### src/rtl/seq11011_pkg.sv
// Shared definitions for the 11011 sync-word transmitter and the matching sequence detectors.
package seq11011_pkg;

   localparam int unsigned SYNC_LEN      = 5;
   localparam logic [SYNC_LEN-1:0] SYNC_WORD_DEF = 5'b11011;
   localparam int unsigned PAYLOAD_W_DEF = 8;
   localparam int unsigned FRAME_LEN_DEF = SYNC_LEN + PAYLOAD_W_DEF + 1;

   typedef enum logic [1:0] {
      IDLE,
      SYNC,
      DATA,
      PAR
   } tx_state_e;

   // Overlapping 11011 detector states: each name is the longest matched prefix.
   typedef enum logic [2:0] {
      DET_S0,
      DET_S1,
      DET_S11,
      DET_S110,
      DET_S1101,
      DET_HIT
   } det_state_e;

   // Bit at position pos of word, counted from the MSB; 0 once past the end.
   function automatic logic sync_bit(input logic [SYNC_LEN-1:0] word, input int unsigned pos);
      logic [SYNC_LEN-1:0] w;
      w = word << pos;
      return w[SYNC_LEN-1];
   endfunction

endpackage

### src/rtl/seq11011_shreg.sv
// Loadable MSB-first payload shift register that accumulates even parity of the bits shifted out.
module seq11011_shreg
   import seq11011_pkg::*;
#(
   parameter int unsigned W = PAYLOAD_W_DEF
) (
   input  logic         clk,
   input  logic         rst_n,
   input  logic         load,
   input  logic         shift,
   input  logic [W-1:0] din,
   output logic         msb,
   output logic         parity
);

   logic [W-1:0] sreg_q, sreg_d;
   logic         par_q, par_d;

   always_comb begin
      sreg_d = sreg_q;
      par_d  = par_q;
      if (load) begin
         sreg_d = din;
         par_d  = 1'b0;
      end else if (shift) begin
         sreg_d = sreg_q << 1;
         par_d  = par_q ^ sreg_q[W-1];
      end
   end

   always_ff @(posedge clk or negedge rst_n) begin
      if (!rst_n) begin
         sreg_q <= '0;
         par_q  <= 1'b0;
      end else begin
         sreg_q <= sreg_d;
         par_q  <= par_d;
      end
   end

   assign msb    = sreg_q[W-1];
   assign parity = par_q;

endmodule

### src/rtl/seq11011_tx.sv
// Serial frame transmitter: sync word, MSB-first payload, even parity; Moore outputs, all registered.
module seq11011_tx
   import seq11011_pkg::*;
#(
   parameter int unsigned          PAYLOAD_W = PAYLOAD_W_DEF,
   parameter logic [SYNC_LEN-1:0]  SYNC_WORD = SYNC_WORD_DEF
) (
   input  logic                 clk,
   input  logic                 rst,
   input  logic [PAYLOAD_W-1:0] data_in,
   input  logic                 load,
   output logic                 ready,
   output logic                 out,
   output logic                 out_en,
   output logic                 frame_done
);

   localparam int unsigned CNT_MAX = (PAYLOAD_W > SYNC_LEN) ? PAYLOAD_W : SYNC_LEN;
   localparam int unsigned CNT_W   = $clog2(CNT_MAX);

   tx_state_e        state_q, state_d;
   logic [CNT_W-1:0] cnt_q, cnt_d;
   logic             out_q, out_d;
   logic             out_en_q, out_en_d;
   logic             ready_q, ready_d;
   logic             frame_done_q, frame_done_d;
   logic             sh_load, sh_shift, sh_msb, sh_par;
   logic             xfer;

   assign xfer = load & ready_q;

   seq11011_shreg #(.W(PAYLOAD_W)) u_shreg (
      .clk    (clk),
      .rst_n  (rst),
      .load   (sh_load),
      .shift  (sh_shift),
      .din    (data_in),
      .msb    (sh_msb),
      .parity (sh_par)
   );

   // Outputs are computed for the state being entered, so each bit appears the cycle after its edge.
   // The shift register advances whenever its MSB is taken, so parity is complete on entering PAR.
   always_comb begin
      state_d      = state_q;
      cnt_d        = '0;
      out_d        = 1'b0;
      out_en_d     = 1'b0;
      ready_d      = 1'b0;
      frame_done_d = 1'b0;
      sh_load      = 1'b0;
      sh_shift     = 1'b0;
      unique case (state_q)
         IDLE, PAR: begin
            if (xfer) begin
               state_d  = SYNC;
               sh_load  = 1'b1;
               out_d    = SYNC_WORD[SYNC_LEN-1];
               out_en_d = 1'b1;
            end else begin
               state_d = IDLE;
               ready_d = 1'b1;
            end
         end
         SYNC: begin
            out_en_d = 1'b1;
            if (cnt_q == CNT_W'(SYNC_LEN - 1)) begin
               state_d  = DATA;
               out_d    = sh_msb;
               sh_shift = 1'b1;
            end else begin
               cnt_d = cnt_q + CNT_W'(1);
               out_d = sync_bit(SYNC_WORD, 32'(cnt_q) + 32'd1);
            end
         end
         DATA: begin
            out_en_d = 1'b1;
            if (cnt_q == CNT_W'(PAYLOAD_W - 1)) begin
               state_d      = PAR;
               out_d        = sh_par;
               ready_d      = 1'b1;
               frame_done_d = 1'b1;
            end else begin
               cnt_d    = cnt_q + CNT_W'(1);
               out_d    = sh_msb;
               sh_shift = 1'b1;
            end
         end
         default: begin
            state_d = IDLE;
            ready_d = 1'b1;
         end
      endcase
   end

   always_ff @(posedge clk or negedge rst) begin
      if (!rst) begin
         state_q      <= IDLE;
         cnt_q        <= '0;
         out_q        <= 1'b0;
         out_en_q     <= 1'b0;
         ready_q      <= 1'b1;
         frame_done_q <= 1'b0;
      end else begin
         state_q      <= state_d;
         cnt_q        <= cnt_d;
         out_q        <= out_d;
         out_en_q     <= out_en_d;
         ready_q      <= ready_d;
         frame_done_q <= frame_done_d;
      end
   end

   assign ready      = ready_q;
   assign out        = out_q;
   assign out_en     = out_en_q;
   assign frame_done = frame_done_q;

endmodule

### config.mk
export PLATFORM = sky130hd
export DESIGN_NAME = seq11011_tx
export DESIGN_NICKNAME = d
export VERILOG_FILES = /design/src/rtl/seq11011_pkg.sv /design/src/rtl/seq11011_shreg.sv /design/src/rtl/seq11011_tx.sv
export SDC_FILE = /design/constraint.sdc
export NUM_CORES = 1
export LEC_CHECK = 0
export ABC_AREA = 1
export CAP_MARGIN = 20
export CORE_MARGIN = 2
export CORE_UTILIZATION = 54
export DETAILED_ROUTE_END_ITERATION = 7
export GPL_TIMING_DRIVEN = 0
export MAX_ROUTING_LAYER = met4
export PLACE_DENSITY = 0.91
export SETUP_SLACK_MARGIN = 0.2
export SYNTH_ARGS = -nofsm -noshare
export SYNTH_HDL_FRONTEND = slang
export SYNTH_HIERARCHICAL = 1
export SYNTH_SLANG_ARGS = --single-unit
### constraint.sdc
create_clock -name clk -period 2.9 [get_ports clk]
set_input_delay 0.58 -clock clk [delete_from_list [all_inputs] [get_ports clk]]
set_output_delay 0.58 -clock clk [all_outputs]
set_load 0.03 [all_outputs]
* Word-level counts from Yosys, hierarchy flattened *
Cells that the tools add are included.

word-level totals
  logic and storage cells = 49
  bits of input ports = 11
  register bits after elaboration = 18
  output and inout port bits = 4

cells by class
  equal/unequal tests = 7
  $add $sub $neg = 2
  bitwise operators = 2
  reductions and logical operators = 5
  shifts and indexed selects = 1
  multiplexer cells = 24

operators with widths
  operator                                                            count
  8-bit 2-to-1 mux                                                    2
  1-bit 2-to-1 mux                                                    12
  3-bit == test (second input constant)                               2
  3-bit 2-to-1 mux                                                    2
  1-bit one-hot mux with 2 select lines                               3
  2-bit one-hot mux with 3 select lines                               1
  3-bit one-hot mux with 2 select lines                               1
  5-bit by 4-bit << shifter with 5-bit output (first input constant)  1
  3-bit by 1-bit adder with 4-bit output (second input constant)      1
  2-bit == test (second input constant)                               2
  2-bit 2-to-1 mux                                                    2
  2-bit != test (second input constant)                               2
  2-bit OR reduction                                                  2
  3-bit by 1-bit adder with 3-bit output (second input constant)      1
  1-bit one-hot mux with 3 select lines                               1
  2-bit by 1-bit == test with 1-bit output (second input constant)    1
  2-bit logical NOT                                                   1
  2-bit AND reduction                                                 1
  2-bit nonzero test                                                  1
  1-bit bitwise AND                                                   1
  1-bit bitwise XOR                                                   1

* Longest topological paths before layout *
Gate-level depths: netlist of run 1.

  depth in word-level cells = 5
  gate-level depth with buffers = 9
  gate-level depth less buffers = 8

* By module *
The synthesis of run 1 kept the hierarchy.

by module, submodules not included
  module          seq. area each (µm²)  area each (µm²)  cells an instance  instances
  seq11011_tx     226.5                 467.9            55                 1
  seq11011_shreg  225.2                 410.4            48                 1

* Worst setup path after synthesis of run 1 *
No wires, ideal clock.

  path kind = flip-flop to flip-flop
  start point = register cnt_q[0]
  end point = register u_shreg.sreg_q[7]
  arrival time = 1.314 ns
  path buffers = 1
  stages on the path, launching flop included = 10
  library setup time = 0.124 ns
  data required time = 2.776 ns
  setup slack = 1.462 ns
  period minus slack after synthesis = 1.438 ns
  path through = dfrtp_1 > ha_1 > ha_1 > inv_1 > nand2_1 > a21oi_1 > buf_4 > nor2_4 > nand2_1 > nand3_1

on the way
  word-level cells in the longest chain between the ends = 4
  elaborated cells on any way between the ends = 6
  those cells by class = eq/ne (2); mux (3); reduce/logical (1)

RTL lines
  element                                     line                                  source
  start, declared                             seq11011_tx.sv:22                     logic [CNT_W-1:0] cnt_q, cnt_d;
  start signal, assigned                      seq11011_tx.sv:106                    cnt_q <= cnt_d;
  3-bit == test, on equally long branches     seq11011_tx.sv:78, seq11011_tx.sv:67
  1-bit 2-to-1 mux, on equally long branches  seq11011_tx.sv:78, seq11011_tx.sv:67
  1-bit one-hot mux with 2 select lines (*)   seq11011_tx.sv:53                     unique case (state_q)
  via sh_shift                                seq11011_tx.sv:27                     logic sh_load, sh_shift, sh_msb, sh_par;
  2-bit nonzero test (no source line) (*)     n/a
  end signal, assigned                        seq11011_shreg.sv:36                  sreg_q <= sreg_d;
  end, declared                               seq11011_shreg.sv:16                  logic [W-1:0] sreg_q, sreg_d;

Mark *: on every way through the listed nets, which the timed path passes. The rest lies on a longest branch.
A chain may end at the register's enable or synchronous reset.

* Final worst setup path of run 1 *
  start point = register ready_q, in the netlist ready
  end point = output port ready

RTL lines
  element                 line                source
  start, declared         seq11011_tx.sv:25   logic ready_q, ready_d;
  start signal, assigned  seq11011_tx.sv:109  ready_q <= ready_d;
  end, declared           seq11011_tx.sv:12   output logic ready,

No word-level cell between the ends.

==> flow_summary.toml, run 1 <==
[sta]
fin_crit_ns = 2.11
setup_ws_ns = 0.789
fin_skew_ns = 0.000417
setup_tns_ns = 0
holdWs_ns = 0.498
hold_viol_final = 0
grt_setup_unrepaired = "false"
slew_viol_final = 0
slew-limit-headroom_pct = 48.6
finalCritPeriodShare_pct = 72.8
setup_viol = 0
max_freq_mhz = 474
tightest_slew_ns = 0.768

[route]
drt-vias-per-instance = 5.31
dr_total_vias = 728
wirelength_mm = 1.62
drt_iter0_drc = 10
firstDrtPassIters = 6
drc = 0
wire_per_inst_microns = 11.9
ant_nets = 0

[job]
cap_violations = 0

[yosys]
synth-seq-area-share_pct = 51.4
synth_nets = 119
syn_area_per_cell_sq_um = 8.53
synth_area_leaders = "dfrtp_1 48%, nand2_1 13%, nand3_1 10%, ha_1 7.1%, inv_1 3.8%"
ys_warn_count = 6
synth_area_leader_cell = "dfrtp_1"
syn_area_sq_um = 878
syn_inst = 103
synthDistinctLibCells = 15
yosys.area.top_type_share_pct = 48.4
yosys_register_bits = 18

[worst_setup_path]
startpoint_type = "flop"
reg2reg_depth = 9
cp_max_fo = 3
crit_type = "reg2out"
end_kind = "output pin"
cp_data_required_time_ns = 2.32
reg2reg_from = "cnt_q[0]"
cp.arrival_ns = 1.53
rrSetupSlack_ns = 1.31
crit_slowest_cell = "clkdlybuf4s50_1"
path_buf_inv = 1
crit_chain = "clkdlybuf4s50_1"
path_delay_family = "buffers and inverters"
worst_path_largest_cell_delay_ns = 0.67
rr_endpoint = "u_shreg/sreg_q[7]"

[power_and_ir_drop]
p_leak_nw = 0.537
power_density_mw_per_mm2 = 1030
finalPower_mw = 1.11
irDropWorstVdd_mv = 0.645

[floorplan]
die_area_sq_mm = 0.00197
die_h_microns = 44.3
ios = 15
num_rows = 14
core_sq_mm = 0.00152
dieWidth_microns = 44.3
start_util_pct = 57.6

[finish]
fin_area_sq_mm = 0.00107
fin_util_pct = 70.5
fin_nets = 138
instances_no_fill = 137
area_delta_synth_final_pct = 22.4
antenna_cells = 0
layout-drive-gt1-share_pct = 10.7

[clocking]
hold_buffers = 0
clkSlewWorstSetupHoldPaths_ns = 0.10
post_cts_resize_count = 0
cts_setup_buffers = 0
cts_tree = "built"
clkLatencyLatePin_ns = 0.29
clock_tree.buffer_depth = 2
cts_buffers = 3
cts_sinks = 18
h-tree-depth = 1
ctsRootBufferMaster = "clkbuf_4"

[place]
place_ws_ns = 1.11
dpl.hpwl_mm = 1.21
post-place-cells = 133
post_dp_cell_area_sq_mm = 0.00104
place_congestion = 0.809
numPortBuffers = 14

[grt]
track_usage_pct = 19.0
grt_max_degree = 19
grt_overflow = 0
grt_pass1_vias = 640
grt_pass1_wl_mm = 2.59
antenna_found_initial = 0

[hold_path]
whs_path_depth = 2
hold_class = "reg2reg"
min_from = "u_shreg/sreg_q[0]"
hold_end = "u_shreg/sreg_q[0]"

[run_status]
status = "finished, final reports clean"
-- placed cells by master (no fill, tap or decap) --
cell type / instances
a21oi_2: 2
inv_2: 3
buf_6: 1
clkbuf_8: 1
o21a_1: 1
nand3_1: 18
o21ai_0: 3
a21oi_1: 4
dfrtp_1: 17
clkdlybuf4s50_1: 14
nor2_1: 6
inv_1: 9
buf_4: 1
nor2_4: 1
nand2_1: 31
ha_1: 5
dfstp_2: 1
clkbuf_4: 3
-- power by group --
part	total, mW	internal, mW	switching [mW]
registers	0.413	0.356	0.0565
logic	0.543	0.211	0.332
clock network	0.153	0.0765	0.0769
-- worst max-delay path by stage --
stage	from	end	slack, ns	cells after the start
2_1_floorplan	cnt_q[0]	u_shreg/sreg_q[7]	1.46	9
3_3_place_gp	load	u_shreg/sreg_q[2]	1.12	7
3_5_place_dp	load	u_shreg/sreg_q[7]	1.11	7
4_1_cts	ready	ready	0.78	1
5_1_grt	ready	ready	0.77	1
6_report	ready	ready	0.79	1
-- Yosys cell counts --
library cell	instances
nand2_1	31
nand3_1	18
dfrtp_1	17
inv_1	9
nor2_1	6
ha_1	5
a21oi_1	4
inv_2	3
o21ai_0	3
a21oi_2	2
buf_4	1
buf_6	1
dfstp_2	1
nor2_4	1
o21a_1	1
-- layout make-up --
type / count / area, sq um
inverters: 12 / 45.0
flip-flops and latches: 18 / 452
fillers: 124 / 449
plain buffers: 2 / 18.8
clock buffers: 4 / 36.3
multi-input cells: 71 / 363
well taps: 16 / 20.0
repair buffers: 14 / 140
-- flip-flops by register name, indices dropped and copies added (netlist names) --
register        cells
frame_done          1
ready               1
state_q             2
u_shreg/sreg_q      8
u_shreg/parity      1
cnt_q               3
out_en              1
out                 1
-- metal layers --
layer	vias to the layer above	GRT usage [%]	share of wire, %
li1	367	-	-
met1	334	22.4	44
met2	23	30.9	50
met3	4	2.45	4.5
met4	0	10.9	1.4
met5	-	-	0
-- cell families after synthesis --
group           count (synthesis)  share of synthesized area, %
simple gates                   56                          27.4
flops                          18                          51.4
buf+inv                        14                          7.26
compound gates                 10                          6.84
fa+ha+maj                       5                          7.12
(Power assumes the default switching activity.)
==> inputs of run 2 (changes only) <==
Settings changed: CORE_UTILIZATION 54 to 50, PLACE_DENSITY 0.91 to 0.86.
Clock period 2.9 ns to 2.1 ns, I/O delays scaled along.
==> run 2 against run 1 <==
  * Count of clock-buffer cells in the layout is the same
  * Via count shrank 2.6%
  * Sequential share of layout area is the same
  * Global-route usage shrank 1.9 points
  * Largest power group unchanged
==> flow_summary.toml, run 2 (same netlist as run 1, synthesis figures left out) <==
[grt]
antenna_found_initial = 0
grt_pass1_vias = 649
grt_max_degree = 19
track_usage_pct = 17.1
grt_pass1_wl_mm = 2.50
grt_overflow = 0

[route]
firstDrtPassIters = 4
wirelength_mm = 1.57
drt_iter0_drc = 16
wire_per_inst_microns = 11.4
dr_total_vias = 709
drc = 0
drt-vias-per-instance = 5.14
ant_nets = 0

[hold_path]
hold_class = "reg2reg"
min_from = "u_shreg/sreg_q[0]"

[floorplan]
die_area_sq_mm = 0.00211
ios = 15
dieWidth_microns = 45.9
num_rows = 15
die_h_microns = 45.9
start_util_pct = 52.0
core_sq_mm = 0.00169

[clocking]
ctsRootBufferMaster = "clkbuf_4"
clock_tree.buffer_depth = 2
cts_buffers = 3
hold_buffers = 0
clkLatencyLatePin_ns = 0.28
cts_tree = "built"
cts_sinks = 18
cts_setup_buffers = 0
h-tree-depth = 1
clkSlewWorstSetupHoldPaths_ns = 0.10

[sta]
slew_viol_final = 0
max_freq_mhz = 586
finalCritPeriodShare_pct = 81.3
slew-limit-headroom_pct = 48.5
grt_setup_unrepaired = "false"
setup_tns_ns = 0
hold_viol_final = 0
tightest_slew_ns = 0.770
fin_crit_ns = 1.71
setup_viol = 0
fin_skew_ns = 0.00541

[worst_setup_path]
cp_data_required_time_ns = 1.68
crit_type = "reg2out"
cp_max_fo = 1
reg2reg_from = "cnt_q[1]"
crit_slowest_cell = "clkdlybuf4s50_1"
worst_path_largest_cell_delay_ns = 0.66
path_delay_family = "buffers and inverters"
crit_chain = "clkdlybuf4s50_1"
rrSetupSlack_ns = 0.50
path_buf_inv = 1
end_kind = "output pin"
crit_path_start = "frame_done"
cp.arrival_ns = 1.29
startpoint_type = "flop"

[place]
dpl.hpwl_mm = 1.20
numPortBuffers = 14
place_congestion = 0.857

[finish]
area_delta_synth_final_pct = 22.4
antenna_cells = 0
regMostFlops = "u_shreg/sreg_q"
largest_reg_flops = 8
fillers = 138
multi_input_area_sq_um = 363
largestRegisters = "u_shreg/sreg_q x8, cnt_q x3, state_q x2"
fin_nets = 138
layout-drive-gt1-share_pct = 10.7
final_common_cell = "nand2_1"
final_cell_mix = "31 x nand2_1, 18 x nand3_1, 17 x dfrtp_1"
seq_area_sq_um = 452

[power_and_ir_drop]
power_density_mw_per_mm2 = 1410
p_leak_nw = 0.540
irDropWorstVdd_mv = 0.711
finalPower_mw = 1.51

[run_status]
status = "finished, final reports clean"

[job]
cap_violations = 0
run 2: power breakdown:
group          internal, mW  switching [mW]  total (mW)
Sequential            0.492          0.0768       0.568
Clock                 0.105           0.103       0.208
Combinational         0.284           0.451       0.735
Total                 0.881           0.630        1.51
run 2: worst paths after layout:
kind	end	cells past startpoint
setup / recovery	frame_done	1
hold / removal	u_shreg/sreg_q[0]	2
setup reg to reg	u_shreg/sreg_q[1]	9
hold reg to reg	u_shreg/sreg_q[0]	2
max in group asynchronous	u_shreg/sreg_q[0]	1
min in group asynchronous	cnt_q[2]	1
run 2: cell type report:
| type | instances | share of cell area, % |
|---|---|---|
| Sequential cell | 18 | 42.0 |
| Multi-Input combinational cell | 71 | 33.8 |
| Timing Repair Buffer | 14 | 12.9 |
| Inverter | 12 | 4.19 |
| Clock buffer | 4 | 3.38 |
| Tap cell | 17 | 1.98 |
| Buffer | 2 | 1.75 |
run 2: metrics by stage:
step                hold WS (ns)  util [%]  worst slack (ns)  area, sq um  std cells
finish                     0.493      63.6             0.392         1070        138
CTS                        0.487      63.6             0.370         1070        138
detailed placement         0.464      61.6             0.466         1040        134
global route               0.515      63.6             0.329         1070        138
global placement           0.455      61.6             0.483         1040        134
floorplan                  0.124         -             0.662          878        103
run 2: worst register-to-register path, delay by kind of cell, from the launching register on:
family                   cells  cell delay (ns)
AO/OA/AOI/OAI                1             0.16
AND/OR/NAND/NOR              4             0.27
adder cells (fa/ha/maj)      2             0.40
buffers and inverters        2             0.25
flip-flops                   1             0.41
run 2: per-layer routing:
layer,vias up,track usage (%),part of all wire [%],routed length [microns]
met5,-,-,0,0
met2,9,28.3,51,798
met1,329,20.0,46,731
met4,0,8.57,1.1,17
met3,2,2.38,1.6,25
li1,369,-,-,-
run 2: repair_timing:
item,in CTS,in global routing
gates resized for setup,1,0
endpoints found under the hold margin,0,0
endpoints found under the setup margin,1,0
